[config.mk]
export PLATFORM = sky130hd
export DESIGN_NAME = rr_arbiter8
export DESIGN_NICKNAME = d
export VERILOG_FILES = /design/src/rtl/arb_pkg.sv /design/src/rtl/rr_prio_enc8.sv /design/src/rtl/rr_arbiter8.sv
export SDC_FILE = /design/constraint.sdc
export NUM_CORES = 1
export LEC_CHECK = 0
export ABC_AREA = 1
export CORE_MARGIN = 1.5
export CORE_UTILIZATION = 59
export CTS_CLUSTER_DIAMETER = 100
export DETAILED_ROUTE_END_ITERATION = 10
export PLACE_DENSITY_LB_ADDON = 0.25
export SLEW_MARGIN = 25
export SYNTH_ARGS = -nofsm -noshare
export SYNTH_HDL_FRONTEND = slang
export SYNTH_SLANG_ARGS = --single-unit
export TNS_END_PERCENT = 100
[constraint.sdc]
create_clock -name clk -period 6.2 [get_ports clk]
set_input_delay 0.62 -clock clk [delete_from_list [all_inputs] [get_ports clk]]
set_output_delay 0.62 -clock clk [all_outputs]
set_load 0.02 [all_outputs]
[src/rtl/arb_pkg.sv]
// rtl/arb_pkg.sv - shared types and helpers for the eight-way round-robin arbiter
//
// Purpose: common constants, FSM state type and a code-to-one-hot helper used
//          by rr_prio_enc8 and rr_arbiter8.
// Ports:   none (package).

package arb_pkg;

   localparam int N_REQ  = 8;
   localparam int CODE_W = 3;

   typedef enum logic [1:0] {
      IDLE  = 2'd0,
      GRANT = 2'd1,
      GAP   = 2'd2
   } arb_state_t;

   // Expand a binary requester index into its one-hot grant vector.
   function automatic logic [N_REQ-1:0] onehot_of(input logic [CODE_W-1:0] code);
      logic [N_REQ-1:0] v;
      v       = '0;
      v[code] = 1'b1;
      return v;
   endfunction

endpackage

[src/rtl/rr_prio_enc8.sv]
// rtl/rr_prio_enc8.sv - rotating 8-to-3 first-set priority encoder
//
// Purpose: finds the first set bit of data searching upward from bit base,
//          wrapping from bit 7 back to bit 0. Purely combinational.
// Ports:
//   data [7:0] in  : candidate vector
//   base [2:0] in  : index where the search starts
//   code [2:0] out : index of the first set bit found (0 when none)
//   any        out : at least one bit of data is set

module rr_prio_enc8
   import arb_pkg::*;
(
   input  logic [N_REQ-1:0]  data,
   input  logic [CODE_W-1:0] base,
   output logic [CODE_W-1:0] code,
   output logic              any
);

   logic [N_REQ-1:0]  w_rot;
   logic [CODE_W-1:0] w_off;

   always_comb begin
      w_rot = '0;
      w_off = '0;
      // Rotate so that bit base lands at position 0; the 3-bit index sum wraps
      // naturally modulo 8.
      for (int i = 0; i < N_REQ; i++) begin
         w_rot[i] = data[base + CODE_W'(i)];
      end
      // Scanning downward lets the lowest set offset win.
      for (int i = N_REQ - 1; i >= 0; i--) begin
         if (w_rot[i]) begin
            w_off = CODE_W'(i);
         end
      end
      any  = |data;
      code = any ? (base + w_off) : '0;
   end

endmodule

[src/rtl/rr_arbiter8.sv]
// rtl/rr_arbiter8.sv - eight-way round-robin arbiter with hold limit and turnaround gap
//
// Purpose: grants one of eight requesters at a time, keeps the grant while the
//          owner requests, forces release after MAX_HOLD cycles (0 = no limit)
//          and inserts one idle GAP cycle between owners. All outputs registered.
// Ports:
//   clk            in  : clock, rising edge
//   rst            in  : synchronous reset, active high
//   req [7:0]      in  : request vector, bit i = requester i
//   gnt [7:0]      out : one-hot grant, zero when no owner
//   gnt_code [2:0] out : binary owner index, zero when gnt_valid = 0
//   gnt_valid      out : a grant is active
//   timeout        out : one-cycle pulse on the edge of a forced release

module rr_arbiter8
   import arb_pkg::*;
#(
   parameter int MAX_HOLD = 15
)
(
   input  logic              clk,
   input  logic              rst,
   input  logic [N_REQ-1:0]  req,
   output logic [N_REQ-1:0]  gnt,
   output logic [CODE_W-1:0] gnt_code,
   output logic              gnt_valid,
   output logic              timeout
);

   // A zero limit would give a zero-width counter; keep at least one bit.
   localparam int CNT_W = ($clog2(MAX_HOLD + 1) > 0) ? $clog2(MAX_HOLD + 1) : 1;
   localparam logic [CNT_W-1:0] HOLD_LIM = CNT_W'(MAX_HOLD);

   arb_state_t        r_state;
   logic [CODE_W-1:0] r_last;
   logic [CNT_W-1:0]  r_cnt;
   logic [N_REQ-1:0]  r_gnt;
   logic [CODE_W-1:0] r_gnt_code;
   logic              r_gnt_valid;
   logic              r_timeout;

   logic [CODE_W-1:0] w_base;
   logic [CODE_W-1:0] w_code;
   logic              w_any;
   logic [CNT_W-1:0]  w_cnt_inc;
   logic              w_owner_req;
   logic              w_hit_lim;

   // Search starts just past the previous owner; 7 + 1 wraps to 0 after reset.
   assign w_base = r_last + CODE_W'(1);

   rr_prio_enc8 u_enc (
      .data (req),
      .base (w_base),
      .code (w_code),
      .any  (w_any)
   );

   // r_last always names the current owner while in GRANT, since it is only
   // loaded when a new grant is issued.
   assign w_owner_req = req[r_last];

   // Saturating increment: only reachable with MAX_HOLD = 0, where the count
   // is never compared and must simply not wrap.
   assign w_cnt_inc = (r_cnt == {CNT_W{1'b1}}) ? r_cnt : (r_cnt + CNT_W'(1));

   // The counter holds the number of completed grant cycles minus one, so the
   // incremented value equals the length of the grant ending at this edge.
   assign w_hit_lim = (MAX_HOLD != 0) && (w_cnt_inc == HOLD_LIM);

   always_ff @(posedge clk) begin
      if (rst) begin
         r_state     <= IDLE;
         r_last      <= 3'd7;
         r_cnt       <= '0;
         r_gnt       <= '0;
         r_gnt_code  <= '0;
         r_gnt_valid <= 1'b0;
         r_timeout   <= 1'b0;
      end else begin
         r_timeout <= 1'b0;
         case (r_state)
            IDLE: begin
               if (w_any) begin
                  r_state     <= GRANT;
                  r_last      <= w_code;
                  r_cnt       <= '0;
                  r_gnt       <= onehot_of(w_code);
                  r_gnt_code  <= w_code;
                  r_gnt_valid <= 1'b1;
               end
            end
            GRANT: begin
               r_cnt <= w_cnt_inc;
               // Other requesters are ignored here; only the owner's own
               // request or the hold limit ends the grant.
               if (!w_owner_req || w_hit_lim) begin
                  r_state     <= GAP;
                  r_gnt       <= '0;
                  r_gnt_code  <= '0;
                  r_gnt_valid <= 1'b0;
                  // Owner still requesting means the limit forced the release.
                  r_timeout   <= w_owner_req;
               end
            end
            GAP: begin
               r_state <= IDLE;
            end
            default: begin
               r_state     <= IDLE;
               r_gnt       <= '0;
               r_gnt_code  <= '0;
               r_gnt_valid <= 1'b0;
            end
         endcase
      end
   end

   assign gnt       = r_gnt;
   assign gnt_code  = r_gnt_code;
   assign gnt_valid = r_gnt_valid;
   assign timeout   = r_timeout;

endmodule

* Word level (Yosys, flattened, before mapping)
Cells that the tools add are included.
Word-level totals: register bits 22, latch bits 0, bits in writable memories 0, ROM bits 0, bits of input ports 10, output and inout bits 13, word-level logic and storage cells 92, memories 0
Cells by class: $add $sub $neg 10, $mul 0, divide/modulo/power cells 0, order comparisons 11, eq/ne operators 6, shift-type cells 0, muxes and demuxes 44, bitwise operators 3, reduce and logical (&&, ||, !) cells 11
Operator list (count):
- 3-bit by 4-bit less-than comparator with 1-bit output (second input constant) | 10
- 3-bit 2-to-1 mux | 11
- 1-bit binary-select mux with 3-bit select | 9
- 8-bit case mux with 3 select lines | 1
- 8-bit 2-to-1 mux | 2
- 3-bit adder (second input constant) | 4
- 1-bit 2-to-1 mux | 12
- 3-bit case mux with 3 select lines | 1
- 4-bit equality test (second input constant) | 2
- 4-bit 2-to-1 mux | 2
- 4-bit case mux with 2 select lines | 1
- 8-bit OR reduction | 1
- 3-bit by 1-bit adder with 3-bit output (second input constant) | 2
- 3-bit by 2-bit adder with 3-bit output (second input constant) | 2
- 2-bit AND reduction | 3
- 4-bit by 1-bit adder with 4-bit output (second input constant) | 1
- 2-bit 2-to-1 mux | 2
- 2-bit case mux with 2 select lines | 1
- 3-bit adder | 1
- 1-bit demux with 3-bit select | 1
- 3-bit by 1-bit >= comparator with 1-bit output (second input constant) | 1
- 1-bit NOT | 3
- 1-bit case mux with 3 select lines | 1
- 3-bit AND reduction | 1
- 10 further kinds | 10

* Longest topological paths before layout
Gate-level depths: netlist (run 1).
depth after elaboration 20, depth in mapped cells 24, depth with buffers taken out 22

* Cells and area by module
Synthesis (run 1) repeated with hierarchy kept, for this count alone.
Second synthesis, totals: cells, all modules 276, area, all modules 1730.4 um2
By module, submodules not included:
- rr_arbiter8 | instances 1, cells each 162, area each 1164.9 um2, seq. area each 440.4 um2
- rr_prio_enc8 | instances 1, cells each 114, area each 565.5 um2, seq. area each 0.0 um2

* Worst setup path after synthesis (run 1)
Ideal clock, no wire load.
path type reg2reg, start register r_last[0], end register r_gnt[0], in the netlist gnt[0], library setup time 0.128 ns, arrival time 3.073 ns, setup slack 2.998 ns, cell stages (with the launch flop) 22, path buffers 2, period minus slack after synthesis 3.202 ns, cell sequence dfxtp_1 > inv_2 > buf_6 > ha_1 > buf_2 > nand2_1 > nand2_1 > nand2_1 > nand2_1 > nand2_1 > nand2_1 > a31oi_1 > o21ai_0 > nand2_1 > a21boi_0 > ha_1 > fa_1 > inv_1 > nor2_1 > inv_1 > nand3_1 > a21oi_1
On the way: word-level cells in the longest chain between the ends 20, elaborated cells on any way between the ends 47, those cells by class add/sub (9); order compare (2); eq/ne (1); mux (31); reduce/logical (4)
RTL lines:
- start, declared | line rr_arbiter8.sv:35 | logic [CODE_W-1:0] r_last;
- start signal, assigned | line rr_arbiter8.sv:86 | r_last <= w_code;
- 3-bit by 1-bit adder with 3-bit output | line rr_arbiter8.sv:50 | assign w_base = r_last + CODE_W'(1);
- 3-bit adder | line rr_prio_enc8.sv:29 | w_rot[i] = data[base + CODE_W'(i)];
- 1-bit binary-select mux with 3-bit select | line rr_prio_enc8.sv:29
- 1-bit 2-to-1 mux (implied by the code) | line rr_prio_enc8.sv:29
- 3-bit 2-to-1 mux (8 in series) | line rr_prio_enc8.sv:33 | if (w_rot[i]) begin
- 3-bit adder | line rr_prio_enc8.sv:38 | code = any ? (base + w_off) : '0;
- 3-bit 2-to-1 mux | line rr_prio_enc8.sv:38
- 3-bit by 4-bit less-than comparator with 1-bit output (implied by the code) or 3-bit by 1-bit >= comparator with 1-bit output (tied branches) | line arb_pkg.sv:22 | v[code] = 1'b1;
- 1-bit logical AND (implied by the code) | line arb_pkg.sv:22
- 1-bit 2-to-1 mux (implied by the code) | line arb_pkg.sv:22
- 1-bit demux with 3-bit select | line arb_pkg.sv:22
- 8-bit 2-to-1 mux | line rr_arbiter8.sv:84 | if (w_any) begin
- 8-bit case mux with 3 select lines | line rr_arbiter8.sv:82 | case (r_state)
- end signal, assigned | line rr_arbiter8.sv:88 | r_gnt <= onehot_of(w_code);
- end, declared | line rr_arbiter8.sv:37 | logic [N_REQ-1:0] r_gnt;
Several ways; a longest one is shown, not always the timed one. The select of a mux whose other input is x is not followed. A chain may end at the register's enable or synchronous reset.

* Worst setup path in the final report (run 1)
start register r_last[0], end register r_gnt[1], in the netlist gnt[1]
Same word-level chain as after synthesis.

==> results of run 1 <==
## layer usage
metal | GRT usage | vias up
met5 | 0 | -
met4 | 0.0598 | 0
met3 | 0.0346 | 4
met2 | 0.392 | 57
met1 | 0.368 | 795
li1 | - | 936
## final cells by class
class | count | area (µm²)
fill | 229 | 815
sequential | 22 | 440
tap | 31 | 38.8
timing repair buffer | 22 | 220
clock buffer | 4 | 36.3
multi-input combinational | 225 | 1090
inverter | 31 | 116
## report_power, final
part | switching (mW) | internal, mW | total, mW
clock | 0.0445 | 0.0359 | 0.0804
combinational | 0.605 | 0.318 | 0.923
sequential | 0.0380 | 0.186 | 0.224
total | 0.688 | 0.540 | 1.23
## state kept, by name, indices dropped and copies added (netlist names)
| signal | count |
|---|---|
| gnt | 8 |
| gnt_code | 3 |
| gnt_valid | 1 |
| r_cnt | 4 |
| r_last | 3 |
| r_state | 2 |
| timeout | 1 |
## worst register-to-register path, delay by kind of cell, from the launching register on
kind | cells | cell delay [ns]
flops | 1 | 0.65
simple gates | 9 | 1.06
compound gates | 4 | 0.38
fa+ha+maj | 3 | 1.24
buf+inv | 4 | 0.71
## stage by stage
stage	utilization	hold WS [ns]	instance area (µm²)
after floorplan	-	0.453	1710
after global placement	0.691	0.452	1910
after detailed placement	0.691	0.453	1910
after CTS	0.705	0.471	1940
after global routing	0.705	0.494	1940
final	0.705	0.470	1940
## how the worst max path moves through the flow
stage	to	slack, ns	cells past startpoint
after floorplan	gnt[0]$_SDFFE_PP0P_	3.00	21
after CTS	gnt[1]$_SDFFE_PP0P_	2.09	20
after detailed placement	gnt[1]$_SDFFE_PP0P_	2.11	20
final	gnt[1]$_SDFFE_PP0P_	2.04	20
after global placement	gnt[1]$_SDFFE_PP0P_	2.27	20
after global routing	gnt[1]$_SDFFE_PP0P_	1.63	20
## kinds of logic (layout without fill, tap and decap cells)
kind of cell,count (synthesis),in the layout,synth area share
adders and majority gates,5,5,0.0409
DFF,22,22,0.257
and+or+nand+nor,185,185,0.481
buffers and inverters,38,57,0.105
xor gates and xnor gates,2,2,0.0102
AOI/OAI and AO/OA,33,33,0.105
## cells in the mapped netlist
master	number	area [µm²]
o21ai_0	6	30.0
a31oi_1	2	12.5
inv_1	29	109
a21oi_1	18	90.1
nand2_2	14	87.6
nand4_1	4	25.0
buf_6	4	45.0
nor2_2	1	6.26
o21ai_1	2	10.0
or2_2	3	18.8
a21boi_0	1	7.51
fa_1	1	20.0
dlygate4sd1_1	1	8.76
nand3_2	1	10.0
nor2_1	12	45.0
nand2_4	3	33.8
o211ai_1	3	22.5
o31ai_1	1	7.51
ha_1	4	50.1
nand2_1	122	458
xor2_1	2	17.5
nand3_1	22	110
nor4_1	1	6.26
buf_2	2	10.0
inv_2	2	7.51
dfxtp_1	22	440
nor2_4	2	22.5
## layout by cell type, fill, tap and decap left out, drive strengths merged, types with 2 or more instances in the layout
master | Yosys | final
dfxtp | 22 | 22
xor2 | 2 | 2
a21oi | 18 | 18
nand3 | 23 | 23
clkbuf | 0 | 4
ha | 4 | 4
inv | 31 | 31
nor2 | 15 | 15
nand2 | 139 | 139
or2 | 3 | 3
o211ai | 3 | 3
o21ai | 8 | 8
a31oi | 2 | 2
clkdlybuf4s50 | 0 | 22
nand4 | 4 | 4
==> results, run 1 <==
- The run finished with clean final reports.
- The clock-pin transition on the worst setup and hold timing paths is 0.12 ns.
- The startpoint identified for the worst register-to-register timing path is r_last[0]$_SDFFE_PP1P_.
- Setup repair after global routing left no endpoint under its margin.
- Clock tree synthesis found a total of 22 sinks.
- Counting flops and latches in the post-synthesis netlist gives 22.
- The effective utilization at floorplan is 0.621.
- The net count of the finished layout is 320.
- Detailed placement ended at an HPWL of 3000 µm.
- The unique cell type count in the Yosys netlist is 27.
- The endpoint arrival time on the critical path is 4.34 ns.
- The cell area that synthesis handed to floorplanning was 1710 µm².
- In the final routing, the length of wire on met1 measures 1800 µm.
- The gate count of the mapped netlist is 285.
- The number of hold buffers added after CTS was 0.
- The slowest stage of the critical path is the dfxtp_1 cell.
- The analysis attributes to cell leakage a power of 0.976 nW.
- 0 antenna diodes ended up in the layout.
- The tightest slew margin relative to the limit is 0.586.
- The routability congestion estimate from global placement is 0.894.
- In this run the critical register-to-register path is captured at gnt[1]$_SDFFE_PP0P_.
- The worst setup path is launched from a flop.
- The tree is rooted in a clkbuf_4.
- 23 I/O pins were placed.
- The routed length per placed instance is 11.1 µm.
- Across the run, the number of max-cap violations was 0.
- The wire length of the first global-routing pass is 6570 µm.
- The finished layout holds 335 standard cells, fillers aside.
- In this run the worst setup path begins at r_last[0]$_SDFFE_PP1P_.
- The hold path endpoint is gnt_valid$_SDFFE_PP0P_.
- For this run, design rule violations remaining after detail routing come to 0.
- The number of global-route vias before repair is 1523.
- The worst setup path is captured at a flop.
- TritonCTS built the clock tree.
- The final count of hold timing violations is 0.
- The critical path contains buffers and inverters numbering 4 combined.
- The worst hold path belongs to the class reg -> reg.
- The met2 wirelength from detailed routing is 1680 µm.
- The area growth from synthesis to layout is 13.5%.
- The post-cts sizing count is 0.
- The total global routing track utilization is 0.252.
- Counting along the longest clock path gives a buffer depth of 2.
- The number of warnings reported in the yosys synthesis log is 0.
- The overall via count from detail_route is 1792.
- The number of setup buffers added after CTS is 0.
- Counting I/O delays and the setup requirement, the final critical path takes 4.16 ns.
- In this run the remaining antenna-violating nets after routing total 0.
- Setup slack on the critical path of the routed design comes to 2.04 ns.
- The largest net degree at the start of global routing is 19.
- In this run the standard cell core region covers 2760 µm².
- The vertical extent of the die is 56.9 µm.
- Of the available clock period, the critical path in the final layout requires 0.671.
- The kind of cell with the highest combined delay along the critical path is adder cells.
- The final count of pins violating max slew is 0.
- The share of final-layout standard cells stronger than drive strength 1 is 0.0987.
- The biggest fanout along the worst timing path is 17.
- TritonCTS created 3 clock buffers.
- The startpoint of the worst hold path is gnt_valid$_SDFFE_PP0P_.
- Buffers placed on the I/O ports in this run total 22.
- The cell type with the highest occurrence count on the critical path is nand2_1.
- Traced cell by cell, the critical path runs through inv_2 -> ha_1 -> inv_1 -> nand2_1 -> nand2_1 -> nand2_1 -> nand2_1 -> nand2_1 -> nand2_1 -> a31oi_1 -> o21ai_0 -> nand2_1 -> a21boi_0 -> ha_1 -> fa_1 -> inv_1 -> nor2_1 -> inv_1 -> nand3_1 -> a21oi_1.
- Power spread over the standard cell area amounts to 632 nW/µm².
- The width of the die is 56.9 µm.
- After detailed placement, the design holds a cell count of 331.
- The data required time of the critical path is 6.38 ns.
- Before antenna repair, the detailed router went through 5 iterations.
- The worst slack at placement is 2.11 ns.
- The post-synth net total is 300.
- The initial antenna violation count is 0.
- The top layer used by detailed routing is met4.
- The first routing iteration left 75 violations.
- The total length of routed wires is 3720 µm.
- Counting instances, the worst hold path has a depth of 2.
- The total power of the final layout is 1.23 mW.
- The detailed-route vias per instance is 5.35.
- The type of the worst setup path is reg -> reg.
- The later pin in the worst-skew pair is clocked with a latency of 0.31 ns.
- For this run, the register share of the synthesized area comes to 0.257.
- The setup-violating endpoint count in the final report is 0.
- After global routing the overflow that remains totals 0.
- Timing would allow up to 240 MHz.
- Counting cells, the worst reg-to-reg path comes to 20.
- The flop-to-flop setup slack is 2.04 ns.
- For the pin with the worst max-slew slack, the measured transition is 0.619 ns.
- Row generation in the floorplan step produced 19 rows.
- Wire segments on met3 add up to 201 µm in the final route.
- The worst setup skew after layout is 0.00229 ns.
- The maximum resistive drop on vdd is 0.486 mV.
- The die covers 3230 µm².
- After synthesis, the mean cell area works out to 6.01 µm².
- In this run the number of H-tree levels came out at 1.
- The largest single stage delay on the critical path is 0.65 ns.
- Setup total negative slack on the finished layout was measured at 0 ns.
Power figures use the tool's default switching activity.
==> inputs of run 2 (changes only) <==
- CORE_UTILIZATION: 59 -> 50
- clock period: 6.2 -> 3.5 ns (I/O delays scaled with it)
==> run 2 against run 1 <==
Effect of this change:
- global-route usage shrank 3.0 points
- die area grew 17%
- core utilization shrank 10 points
==> results, run 2 (synthesis results as in run 1) <==
- The flow ran to the end, and the final reports show no timing, DRC or antenna violations.
- Counting stages on the worst path, the most repeated cell is nand2_1.
- For this run, the top clock speed supported by timing is 319 MHz.
- For this configuration, the core starts out at a cell density of 0.517.
- Dividing the final minimum period by the clock period gives 0.895.
- Leaving out fill and tap cells, the most frequent cell in the layout is nand2_1.
- OpenSTA, run right after detailed placement, puts the worst setup slack at 0.287 ns.
- At the worst endpoint, the required time is 3.74 ns.
- The CTS buffer count is 3.
- The floorplan step set the die height to 61.5 µm.
- The tightest slew margin relative to the limit is 0.590.
- The number of global-route vias before repair is 1567.
- The master cell of the clock root buffer is clkbuf_4.
- The final count of pins violating max slew is 0.
- Walking the worst path, the cells encountered are buf_6 -> ha_1 -> inv_1 -> nand2_1 -> nand2_2 -> nand2_1 -> nand2_1 -> nand2_1 -> nand2_1 -> a31oi_1 -> o21ai_0 -> nand2_1 -> a21boi_0 -> ha_1 -> fa_1 -> xor2_1 -> nand3_1 -> nand2_4 -> nand2_1 -> a21oi_1.
- The final count of hold timing violations is 0.
- For this run, the total global-route usage over all layers was measured as 0.222.
- The number of flip-flops in the largest register is 8.
- The total global routing overflow is 0.
- The placed wire-length estimate after detailed placement is 3050 µm.
- The routability congestion estimate from global placement is 0.910.
- The initial antenna violation count is 0.
- The maximum clock path buffer count is 2.
- The final critical-path setup slack is 0.366 ns.
- The worst-case IR drop observed on VDD is 0.377 mV.
- The tool flagged a number of max-cap violations equal to 0.
- The number of antenna diodes in the final layout is 0.
- The area enclosed by the die boundary is 3780 µm².
- Compared with the post-synthesis result, the final layout area differs by 16.7%.
- Input and output buffers added on the ports amount to 22.
- The area of all placed cells without fillers is 2000 µm².
- In the final timing run, aggregate negative setup slack is 0 ns.
- CTS built an H-tree with a depth of 1.
- The clock network latency to the later pin of the worst-skew pair is 0.31 ns.
- The width of the die is 61.5 µm.
- Fill cells in the final layout number 348.
- In the routed layout, each cell is associated on average with a via count of 4.97.
- In this run the worst hold path is classified as reg -> reg.
- The setup-violating endpoint count in the final report is 0.
- The total power density per cell area is 1110 nW/µm².
- The core region is 3310 µm².
- The worst setup path is launched from a flop.
- Data on the critical path arrives at its endpoint at 3.37 ns.
- The capturing element type of the critical path is a flop.
- The number of rows in the core area is 21.
- In this design, the stage delay of the slowest critical-path cell is 0.38 ns.
- The total number of clock tree sinks is 22.
- The slew of the pin with the lowest slew margin is 0.612 ns.
- The slowest stage of the critical path is the dfxtp_1 cell.
- The worst setup skew after layout is 0.00397 ns.
- The biggest fanout along the worst timing path is 15.
- The type of the worst setup path is reg -> reg.
- Setup repair after global routing left no endpoint under its margin.
- The total of hold buffers inserted after clock tree synthesis is 0.
- The first global-routing pass estimated 6500 µm of wire.
- 23 I/O pins were placed.
- At the end of the flow, the number of nets in the layout was 324.
- In the layout the commonest cells are 122 x nand2_1, 29 x inv_1, 22 x nand3_1, 22 x dfxtp_1, 22 x clkdlybuf4s50_1.
- The minimum clock period is 3.13 ns.
- In this run the static leakage power is 0.997 nW.
- The first routing iteration left 71 violations.
- Summed over all layers, the routed wires come to 3780 µm.
- The largest net degree at the start of global routing is 19.
- After clock tree synthesis, the clock-pin slew on the worst setup and hold paths is 0.12 ns.
- The CTS tree is done.
- The cell area after placement is 1960 µm².
- The share of final-layout standard cells stronger than drive strength 1 is 0.114.
- After detailed routing, the number of remaining DRC violations is 0.
- Once detail routing completed, the nets flagged for antenna violations numbered 0.
- The routed length per placed instance is 10.7 µm.
- Summing over every cut layer, the via total after detailed routing is 1761.
- The number of optimization iterations in the first detailed-route pass is 4.
-- run 2: cell types whose count changed in the layout (fill, tap and decap cells not counted), sizes merged --
cell and delta:
buf +4
-- run 2: worst paths after layout --
| kind | from | endpoint | slack, ns | cells after the start |
|---|---|---|---|---|
| setup reg to reg | r_last[0]$_SDFFE_PP1P_ | gnt_code[2]$_SDFFE_PP0P_ | 0.37 | 20 |
| hold / removal | gnt_valid$_SDFFE_PP0P_ | gnt_valid$_SDFFE_PP0P_ | 0.47 | 2 |
| hold reg to reg | gnt_valid$_SDFFE_PP0P_ | gnt_valid$_SDFFE_PP0P_ | 0.47 | 2 |
| setup / recovery | r_last[0]$_SDFFE_PP1P_ | gnt_code[2]$_SDFFE_PP0P_ | 0.37 | 20 |
-- run 2: worst max-delay path, delay by kind of cell, from the launching register on --
| kind | cells | cell delay (ns) |
|---|---|---|
| AOI/OAI and AO/OA | 4 | 0.49 |
| adders and majority gates | 3 | 0.78 |
| buffers and inverters | 2 | 0.24 |
| DFF | 1 | 0.38 |
| xor gates and xnor gates | 1 | 0.20 |
| and+or+nand+nor | 10 | 0.95 |
-- run 2: metal layers --
| metal | vias to the layer above | GRT usage | wire, µm |
|---|---|---|---|
| met4 | 0 | 0.0304 | 8 |
| met3 | 3 | 0.0378 | 130 |
| li1 | 946 | - | - |
| met2 | 32 | 0.373 | 1780 |
| met1 | 780 | 0.304 | 1860 |
| met5 | - | 0 | 0 |
-- run 2: final cells by class --
class                           instances  area (µm²)  area share
Multi-Input combinational cell        225        1090       0.547
Sequential cell                        22         440       0.220
Timing Repair Buffer                   26         254       0.127
Inverter                               31         116      0.0582
Tap cell                               46        57.6      0.0288
Clock buffer                            4        36.3      0.0182
-- run 2: through the flow --
stage | cells | util | power (mW) | hold slack, ns
floorplan | 285 | - | 1.69 | 0.453
global placement | 350 | 0.591 | 2.03 | 0.450
detailed placement | 350 | 0.591 | 2.06 | 0.455
CTS | 354 | 0.602 | 2.21 | 0.474
global route | 354 | 0.604 | 2.49 | 0.482
finish | 354 | 0.604 | 2.22 | 0.469
-- run 2: timing repair --
item / in CTS / in global routing
endpoints found under the setup margin: 0 / 6
setup buffers: 0 / 0
gates resized for setup: 0 / 2
-- run 2: power breakdown --
group	internal [mW]	leakage [nW]	switching [mW]
registers	0.329	0.180	0.0528
logic	0.605	0.796	1.10
clock network	0.0635	0.0210	0.0768
total	0.997	0.997	1.23
